===== src/rtl/lcd_disp_pkg.sv =====
// Shared types and constants for the LCD display scheduler.
// Covers the FSM states, the DHT11 frame field positions and the BCD widths.
package lcd_disp_pkg;

    typedef enum logic [1:0] {
        ST_IDLE  = 2'd0,
        ST_CHECK = 2'd1,
        ST_CONV  = 2'd2
    } state_t;

    localparam int unsigned BCD_W    = 4;
    localparam int unsigned BYTE_W   = 8;
    localparam int unsigned FRAC_MAX = 99;

    // Bit offsets of each byte in the 40-bit DHT11 frame
    localparam int unsigned HUM_INT_LSB = 32;
    localparam int unsigned HUM_DEC_LSB = 24;
    localparam int unsigned TMP_INT_LSB = 16;
    localparam int unsigned TMP_DEC_LSB = 8;
    localparam int unsigned CSUM_LSB    = 0;

    function automatic logic [BYTE_W-1:0] frac_clamp(input logic [BYTE_W-1:0] v);
        return (v > BYTE_W'(FRAC_MAX)) ? BYTE_W'(FRAC_MAX) : v;
    endfunction

endpackage


===== src/rtl/lcd_disp_sched_bin2bcd.sv =====
// Sequential 8-bit double-dabble: one load cycle, then eight add-3/shift cycles.
// done_c and bcd_c are valid combinationally during the final shift cycle.
module bin2bcd8_seq
    import lcd_disp_pkg::*;
(
    input  logic                 lcd_pclk,
    input  logic                 sys_rst_n,
    input  logic                 start,
    input  logic [BYTE_W-1:0]    bin,
    output logic                 done_c,
    output logic [3*BCD_W-1:0]   bcd_c
);

    localparam int unsigned SH_W  = 3*BCD_W + BYTE_W;
    localparam int unsigned CNT_W = 4;

    logic [SH_W-1:0]  sh_q;
    logic [SH_W-1:0]  adj_c;
    logic [SH_W-1:0]  nxt_c;
    logic [CNT_W-1:0] cnt_q;

    function automatic logic [BCD_W-1:0] add3(input logic [BCD_W-1:0] d);
        return (d >= BCD_W'(5)) ? d + BCD_W'(3) : d;
    endfunction

    always_comb begin
        adj_c = {add3(sh_q[SH_W-1 -: BCD_W]),
                 add3(sh_q[SH_W-1-BCD_W -: BCD_W]),
                 add3(sh_q[BYTE_W+BCD_W-1 -: BCD_W]),
                 sh_q[BYTE_W-1:0]};
        nxt_c = SH_W'({adj_c, 1'b0});
    end

    assign done_c = (cnt_q == CNT_W'(1));
    assign bcd_c  = nxt_c[SH_W-1 -: 3*BCD_W];

    always_ff @(posedge lcd_pclk or negedge sys_rst_n) begin
        if (!sys_rst_n) begin
            sh_q  <= '0;
            cnt_q <= '0;
        end else if (start) begin
            sh_q  <= SH_W'(bin);
            cnt_q <= CNT_W'(BYTE_W);
        end else if (cnt_q != '0) begin
            sh_q  <= nxt_c;
            cnt_q <= cnt_q - CNT_W'(1);
        end
    end

endmodule


===== src/rtl/lcd_disp_sched.sv =====
// DHT11 frame validator, BCD converter and page scheduler for the LCD display.
// Outputs only change on frame_start so a displayed frame never tears.
module lcd_disp_sched
    import lcd_disp_pkg::*;
#(
    parameter int unsigned PAGE_CYCLES = 66_000_000,
    parameter int unsigned CNT_W       = 27
)(
    input  logic        lcd_pclk,
    input  logic        sys_rst_n,
    input  logic [39:0] dht_data,
    input  logic        dht_valid,
    input  logic        frame_start,
    output logic [19:0] data,
    output logic        sign,
    output logic        flag_mux,
    output logic        busy,
    output logic        csum_err
);

    localparam int unsigned FRAME_W = 40;
    localparam int unsigned INT_W   = 3*BCD_W;
    localparam int unsigned FRAC_W  = 2*BCD_W;
    localparam int unsigned DATA_W  = INT_W + FRAC_W;
    localparam logic [CNT_W-1:0] TIMER_LAST = CNT_W'(PAGE_CYCLES - 1);

    state_t              state_q, state_nxt;
    logic [FRAME_W-1:0]  frame_q, pend_q;
    logic                pend_vld_q;
    logic [1:0]          fld_q;
    logic                start_q;
    logic [INT_W-1:0]    hum_int_q, tmp_int_q;
    logic [FRAC_W-1:0]   hum_dec_q;
    logic [DATA_W-1:0]   tmp_sh_q, hum_sh_q;
    logic                tmp_sign_q, shadow_vld_q;
    logic [CNT_W-1:0]    timer_q;
    logic                page_q;

    logic [BYTE_W-1:0]   conv_bin_c, csum_calc_c;
    logic [INT_W-1:0]    conv_bcd_c;
    logic                conv_done_c, csum_ok_c, take_c, last_c;

    bin2bcd8_seq u_bcd (
        .lcd_pclk  (lcd_pclk),
        .sys_rst_n (sys_rst_n),
        .start     (start_q),
        .bin       (conv_bin_c),
        .done_c    (conv_done_c),
        .bcd_c     (conv_bcd_c)
    );

    // Frame checks and converter operand select (fields in display order)
    always_comb begin
        csum_calc_c = frame_q[HUM_INT_LSB +: BYTE_W] + frame_q[HUM_DEC_LSB +: BYTE_W]
                    + frame_q[TMP_INT_LSB +: BYTE_W] + frame_q[TMP_DEC_LSB +: BYTE_W];
        csum_ok_c   = (csum_calc_c == frame_q[CSUM_LSB +: BYTE_W]);
        take_c      = dht_valid | pend_vld_q;
        last_c      = (state_q == ST_CONV) && conv_done_c && (fld_q == 2'd3);
        case (fld_q)
            2'd0:    conv_bin_c = frame_q[HUM_INT_LSB +: BYTE_W];
            2'd1:    conv_bin_c = frac_clamp(frame_q[HUM_DEC_LSB +: BYTE_W]);
            2'd2:    conv_bin_c = frame_q[TMP_INT_LSB +: BYTE_W];
            default: conv_bin_c = frac_clamp({1'b0, frame_q[TMP_DEC_LSB +: BYTE_W-1]});
        endcase
    end

    always_comb begin
        state_nxt = state_q;
        case (state_q)
            ST_IDLE:  if (take_c) state_nxt = ST_CHECK;
            ST_CHECK: state_nxt = csum_ok_c ? ST_CONV : ST_IDLE;
            ST_CONV:  if (last_c) state_nxt = ST_IDLE;
            default:  state_nxt = ST_IDLE;
        endcase
    end

    always_ff @(posedge lcd_pclk or negedge sys_rst_n) begin
        if (!sys_rst_n) state_q <= ST_IDLE;
        else            state_q <= state_nxt;
    end

    // Frame intake; a frame arriving while busy parks in the pending slot
    always_ff @(posedge lcd_pclk or negedge sys_rst_n) begin
        if (!sys_rst_n) begin
            frame_q    <= '0;
            pend_q     <= '0;
            pend_vld_q <= 1'b0;
        end else if ((state_q == ST_IDLE) && take_c) begin
            frame_q    <= dht_valid ? dht_data : pend_q;
            pend_vld_q <= 1'b0;
        end else if (dht_valid && (state_q != ST_IDLE)) begin
            pend_q     <= dht_data;
            pend_vld_q <= 1'b1;
        end
    end

    // Checksum verdict, field sequencing and whole-frame shadow update
    always_ff @(posedge lcd_pclk or negedge sys_rst_n) begin
        if (!sys_rst_n) begin
            busy       <= 1'b0;
            csum_err   <= 1'b0;
            start_q    <= 1'b0;
            fld_q      <= '0;
            hum_int_q  <= '0;
            hum_dec_q  <= '0;
            tmp_int_q  <= '0;
            tmp_sh_q   <= '0;
            hum_sh_q   <= '0;
            tmp_sign_q <= 1'b0;
        end else begin
            busy    <= (state_nxt != ST_IDLE);
            start_q <= 1'b0;
            if (state_q == ST_CHECK) begin
                csum_err <= !csum_ok_c;
                start_q  <= csum_ok_c;
                fld_q    <= '0;
            end
            if ((state_q == ST_CONV) && conv_done_c) begin
                fld_q   <= fld_q + 2'd1;
                start_q <= (fld_q != 2'd3);
                case (fld_q)
                    2'd0:    hum_int_q <= conv_bcd_c;
                    2'd1:    hum_dec_q <= conv_bcd_c[FRAC_W-1:0];
                    2'd2:    tmp_int_q <= conv_bcd_c;
                    default: begin
                        tmp_sh_q   <= {tmp_int_q, conv_bcd_c[FRAC_W-1:0]};
                        tmp_sign_q <= frame_q[TMP_DEC_LSB+BYTE_W-1];
                        hum_sh_q   <= {hum_int_q, hum_dec_q};
                    end
                endcase
            end
        end
    end

    always_ff @(posedge lcd_pclk or negedge sys_rst_n) begin
        if (!sys_rst_n) begin
            timer_q <= '0;
            page_q  <= 1'b0;
        end else if (timer_q == TIMER_LAST) begin
            timer_q <= '0;
            page_q  <= ~page_q;
        end else begin
            timer_q <= timer_q + CNT_W'(1);
        end
    end

    // Commit at frame start; a shadow landing on the same edge waits for the next one
    always_ff @(posedge lcd_pclk or negedge sys_rst_n) begin
        if (!sys_rst_n) begin
            data         <= '0;
            sign         <= 1'b0;
            flag_mux     <= 1'b0;
            shadow_vld_q <= 1'b0;
        end else begin
            if (last_c)           shadow_vld_q <= 1'b1;
            else if (frame_start) shadow_vld_q <= 1'b0;
            if (frame_start) begin
                flag_mux <= page_q;
                if (shadow_vld_q || (page_q != flag_mux)) begin
                    data <= page_q ? hum_sh_q : tmp_sh_q;
                    sign <= page_q ? 1'b0 : tmp_sign_q;
                end
            end
        end
    end

endmodule


===== config.mk =====
export PLATFORM = sky130hd
export DESIGN_NAME = lcd_disp_sched
export DESIGN_NICKNAME = d
export VERILOG_FILES = /design/src/rtl/lcd_disp_pkg.sv /design/src/rtl/lcd_disp_sched_bin2bcd.sv /design/src/rtl/lcd_disp_sched.sv
export SDC_FILE = /design/constraint.sdc
export NUM_CORES = 1
export LEC_CHECK = 0
export BUFFER_PORTS_ARGS = -buffer_cell sky130_fd_sc_hd__buf_2
export CORE_ASPECT_RATIO = 0.5
export CORE_MARGIN = 2
export CORE_UTILIZATION = 48
export DETAILED_ROUTE_END_ITERATION = 16
export PLACE_DENSITY_LB_ADDON = 0.3
export SETUP_SLACK_MARGIN = 0.2
export SYNTH_ARGS = -nofsm -noshare
export SYNTH_HDL_FRONTEND = slang
export SYNTH_HIERARCHICAL = 1
export SYNTH_SLANG_ARGS = --single-unit
export TNS_END_PERCENT = 1

===== constraint.sdc =====
create_clock -name lcd_pclk -period 4.3 [get_ports lcd_pclk]
set_input_delay 0 -clock lcd_pclk [delete_from_list [all_inputs] [get_ports lcd_pclk]]
set_output_delay 0 -clock lcd_pclk [all_outputs]
set_load 0.1 [all_outputs]

After elaboration in Yosys (flattened, before gate mapping)
Cells that the tools add are included.
- $add $sub $neg: 9
- order comparisons: 5
- equality and inequality tests: 10
- muxes and demuxes: 26
- bitwise operators: 4
- reduce and logical (&&, ||, !) cells: 22
- operator list (cell ; number):
    $mux 20 ; 3
    $mux 40 ; 1
    $add 27x1->27 const B ; 1
    $eq 27x26->1 const B ; 1
    $mux 27 ; 1
    $add 8x8->8 ; 3
    $pmux 8 s3 ; 1
    $mux 4 ; 4
    $ge 4x3->1 const B ; 3
    $reduce_and 2->1 ; 6
    $reduce_bool 2->1 ; 6
    $mux 2 ; 5
    $add 4x2->4 const B ; 2
    $eq 8x8->1 ; 1
    $gt 8x7->1 const B ; 1
    $mux 8 ; 1
    $gt 7x7->1 const B ; 1
    $mux 1 ; 7
    $mux 7 ; 1
    $eq 2x2->1 const B ; 3
    $pmux 2 s3 ; 1
    $eq 2x1->1 const B ; 2
    $eq 4x1->1 const B ; 1
    $logic_and 1x1->1 ; 4
    13 further kinds ; 16
- bits in registers: 236
- input port bits: 44
- output and inout port bits: 24
- logic and storage cells: 98

Logic depth before layout (Yosys ltp)
- word-level depth: 7
- depth in mapped cells: 12

Hierarchy
The synthesis kept the hierarchy.
- modules (own cells, without submodules) (module ; instances ; cells each ; area an instance (µm²) ; seq. area each (µm²)):
    lcd_disp_sched ; 1 ; 784 ; 9586.7 ; 5305.1
    bin2bcd8_seq ; 1 ; 177 ; 1566.5 ; 600.6

Least setup slack after synthesis
Ideal clock, no wire load.
- path kind: flip-flop to flip-flop
- start point: register frame_q[9]
- end point: register csum_err
- library setup time: 0.120 ns
- arrival: 2.837 ns
- data required time: 4.180 ns
- setup slack: 1.343 ns
- stages on the path, launching flop included: 13
- cells stage by stage: dfrtp_1 -> fa_1 -> inv_1 -> fa_1 -> inv_1 -> ha_1 -> fa_1 -> nand3_1 -> nand2_1 -> a31oi_1 -> xnor2_1 -> nand4_1 -> o21a_1
- cells in the longest elaborated chain, start to end: 3
- RTL lines (what ; line ; text):
    from (decl) ; lcd_disp_sched.sv:28 ; logic [FRAME_W-1:0] frame_q, pend_q;
    from (signal assigned) ; lcd_disp_sched.sv:89 ; frame_q <= dht_valid ? dht_data : pend_q;
    $add 8x8->8 ; lcd_disp_sched.sv:55 ; + frame_q[TMP_INT_LSB +: BYTE_W] + frame_q[TMP_DEC_LSB +: BYTE_W];
    $eq 8x8->1 ; lcd_disp_sched.sv:56 ; csum_ok_c = (csum_calc_c == frame_q[CSUM_LSB +: BYTE_W]);
    $logic_not 1->1 ; lcd_disp_sched.sv:114 ; csum_err <= !csum_ok_c;
    to (signal assigned) ; lcd_disp_sched.sv:114 ;
    to (decl) ; lcd_disp_sched.sv:18 ; output logic csum_err
Every way passes these cells.
A chain may end at the register's enable or synchronous reset.

Worst setup path after layout
Ends and elaborated chain as after synthesis.

==> results.yml <==
pwr:
  internal_power_uw: 5893
  combPwrFrac_pct: 42.2
  p_clk_share_pct: 22.5
  pwr-share-seq_pct: 35.2
  swShare_pct: 36.26
  p_switching_uw: 3352
  p_leak_uw: 0.006141
  power_density_mw_per_mm2: 716.1
  vdd_drop_max_v: 0.0005830
clocking:
  clock_sinks: 236
  clock_latency_ns: 0.51
  cts_setup_buffers: 0
  hold_buffers: 44
  cts_tree: "yes"
  cts_buffer_depth: 3
  numCtsBuffers: 23
  cts_root_buf: "clkbuf_16"
  ctsResizeCount: 0
  clk_pin_slew_ns: 0.07
  h-tree-depth: 1
worst_setup_path:
  path_cells: "fa_1 > inv_1 > fa_1 > inv_1 > ha_1 > fa_1 > nand3_1 > nand2_1 > a31oi_1 > xnor2_1 > nand4_1 > o21a_1"
  cpMostUsedCell: "fa_1"
  crit_path_end_kind: "flop"
  critPathMaxStageDelay_ns: 0.56
  crit_slowest_cell: "fa_1"
  start_kind: "flop"
  crit_fanout: 4
  worstPathArrival_ns: 3.61
  worstPathRequired_ns: 4.70
  path_class: "reg2reg"
route:
  first_pass_iters: 5
  drt_wl_total_um: 21630
  vias_per_cell: 5.309
  dr.first_iter.drc_count: 420
  antenna_left: 0
  avgRoutedWirePerCell_um: 15.76
  vias: 7284
  drc: 0
sta:
  skew_ns: 0.01008
  post-route-min-period_ns: 3.201
  tns_ns: 0
  fmax_ghz: 0.3124
  fin_crit_sh_pct: 74.45
  hold_viol: 0
  tightest_slew_ns: 0.9386
  finalWorstSetupSlack_ns: 1.099
  slew-limit-headroom_pct: 37.43
  hold_ws_ns: 0.1383
  drv_slew: 0
  setup_violations: 0
  rsz0062_at_grt: "no"
place:
  hpwl_um: 14400
  post_dp_cell_area_mm2: 0.01169
  dp_slack_ns: 1.141
  io_buffers: 67
  gp_congestion: 0.9246
  dp_cells: 1287
die:
  num_rows: 39
  ios: 68
  initial_core_util_pct: 48.94
  die_area_mm2: 0.02454
  die_h_um: 111.8
  die_width_um: 219.6
  coreArea_mm2: 0.02279
synthesis:
  avgSynthCellArea_um2: 11.61
  ys_ff_latch: 236
  ys.flop_type: "dfrtp_1"
  synth-seq-area-share_pct: 52.95
  syn_nets: 1040
  netlist_area_mm2: 0.01115
  synthArstFlopShare_pct: 100.0
  synth_cells: 961
  synth_cell_types: 55
  ys_warn_count: 6
  synth_edf_count: 0
global_route:
  grtUsageTotal_pct: 18.42
  grt_pass1_wl_um: 36640
  grt_pass1_vias: 7354
  overflow: 0
  grt_start_max_net_pins: 124
  antenna_found_initial: 0
final_layout:
  layout_common_cells: "dfrtp_1 (236), mux2_2 (113), nor2_1 (90)"
  fillers: 1883
  antenna_cells: 0
  final_area_mm2: 0.01291
  area.growth.synth_to_final_pct: 15.76
  drive_gt1_share_pct: 22.82
  layout_commonest_cell: "dfrtp_1"
  fin_cells: 1372
  nNetsFinal: 1128
worst_hold_path:
  hold_path_class: "in2async"
status:
  outcome: "finished clean"
flow_run:
  drv_cap: 0
-- power groups by stage --
stage	Combinational, uW	Sequential (uW)	Clock, uW
after floorplan	3310	3180	0
after global placement	3740	3260	0
after detailed placement	3880	3290	0
after CTS	3940	3260	2130
after global routing	4440	3340	2220
final	3910	3260	2080
-- Yosys cell counts (21+ instances only) --
library cell	count	area share [%]
nor2_1	90	3.0
nand2_1	86	2.9
mux2_2	113	11
mux2i_1	68	6.1
inv_1	28	0.94
ha_1	21	2.4
xor2_1	22	1.7
clkbuf_1	33	1.1
o21ai_0	42	1.9
dfrtp_1	236	53
xnor2_1	23	1.8
a21oi_1	51	2.3
-- flip-flops by register name, indices dropped and copies added (netlist names), 12 cells and up --
| register | cells |
|---|---|
| u_bcd/sh_q | 20 |
| timer_q | 27 |
| tmp_sh_q | 20 |
| frame_q | 40 |
| hum_int_q | 12 |
| pend_q | 40 |
| data | 20 |
| tmp_int_q | 12 |
| hum_sh_q | 20 |
-- critical path, delay by kind of cell, from the launching register on --
kind,cells,cell delay [ns]
fa+ha+maj,4,1.67
flops,1,0.42
simple gates,3,0.39
compound gates,2,0.37
xor+xnor,1,0.14
buf+inv,2,0.10
-- stage by stage --
stage | power, uW | utilization [%]
3_5_place_dp | 7174 | 51.29
2_1_floorplan | 6497 | -
4_1_cts | 9334 | 56.66
6_report | 9245 | 56.66
3_3_place_gp | 7000 | 51.29
5_1_grt | 9994 | 56.66
-- area by class of cell --
class	instances	area (um^2)	share of cell area, %
well taps	307	384.1	2.975
clock inverters	10	136.4	1.056
clock buffers	31	645.6	5.000
flip-flops and latches	236	5906	45.74
multi-input cells	640	4868	37.71
repair buffers	120	865.8	6.706
inverters	28	105.1	0.8140
-- metal layers --
layer  up-vias  part of all wire [%]  global-route usage [%]
met4         0                   2.6                   5.548
met3        48                   3.5                   3.579
met2       118                    47                   30.01
met1      3629                    47                   25.18
li1       3489                     -                       -
met5         -                     0                       0
-- final timing paths --
kind | slack [ns] | to | cells after the start | startpoint
setup / recovery | 1.10 | csum_err$_DFFE_PN0P_ | 12 | frame_q[9]$_DFFE_PN0P_
hold / removal | 0.14 | data[14]$_DFFE_PN0P_ | 2 | sys_rst_n
setup reg to reg | 1.10 | csum_err$_DFFE_PN0P_ | 12 | frame_q[9]$_DFFE_PN0P_
hold reg to reg | 0.47 | data[1]$_DFFE_PN0P_ | 2 | data[1]$_DFFE_PN0P_
max in group asynchronous | 3.02 | pend_q[28]$_DFFE_PN0P_ | 3 | sys_rst_n
min in group lcd_pclk | 0.27 | pend_q[3]$_DFFE_PN0P_ | 3 | dht_data[3]
-- cell families (layout without fill, tap and decap cells) --
kind of cell / Yosys count / after routing / share of synthesized area (%)
flops: 236 / 236 / 52.95
simple gates: 236 / 236 / 9.569
mux: 183 / 183 / 17.71
compound gates: 141 / 141 / 7.785
buf+inv: 85 / 189 / 3.579
xor+xnor: 45 / 45 / 3.534
fa+ha+maj: 35 / 35 / 4.869
No activity file was read; power rests on OpenSTA's default activity.
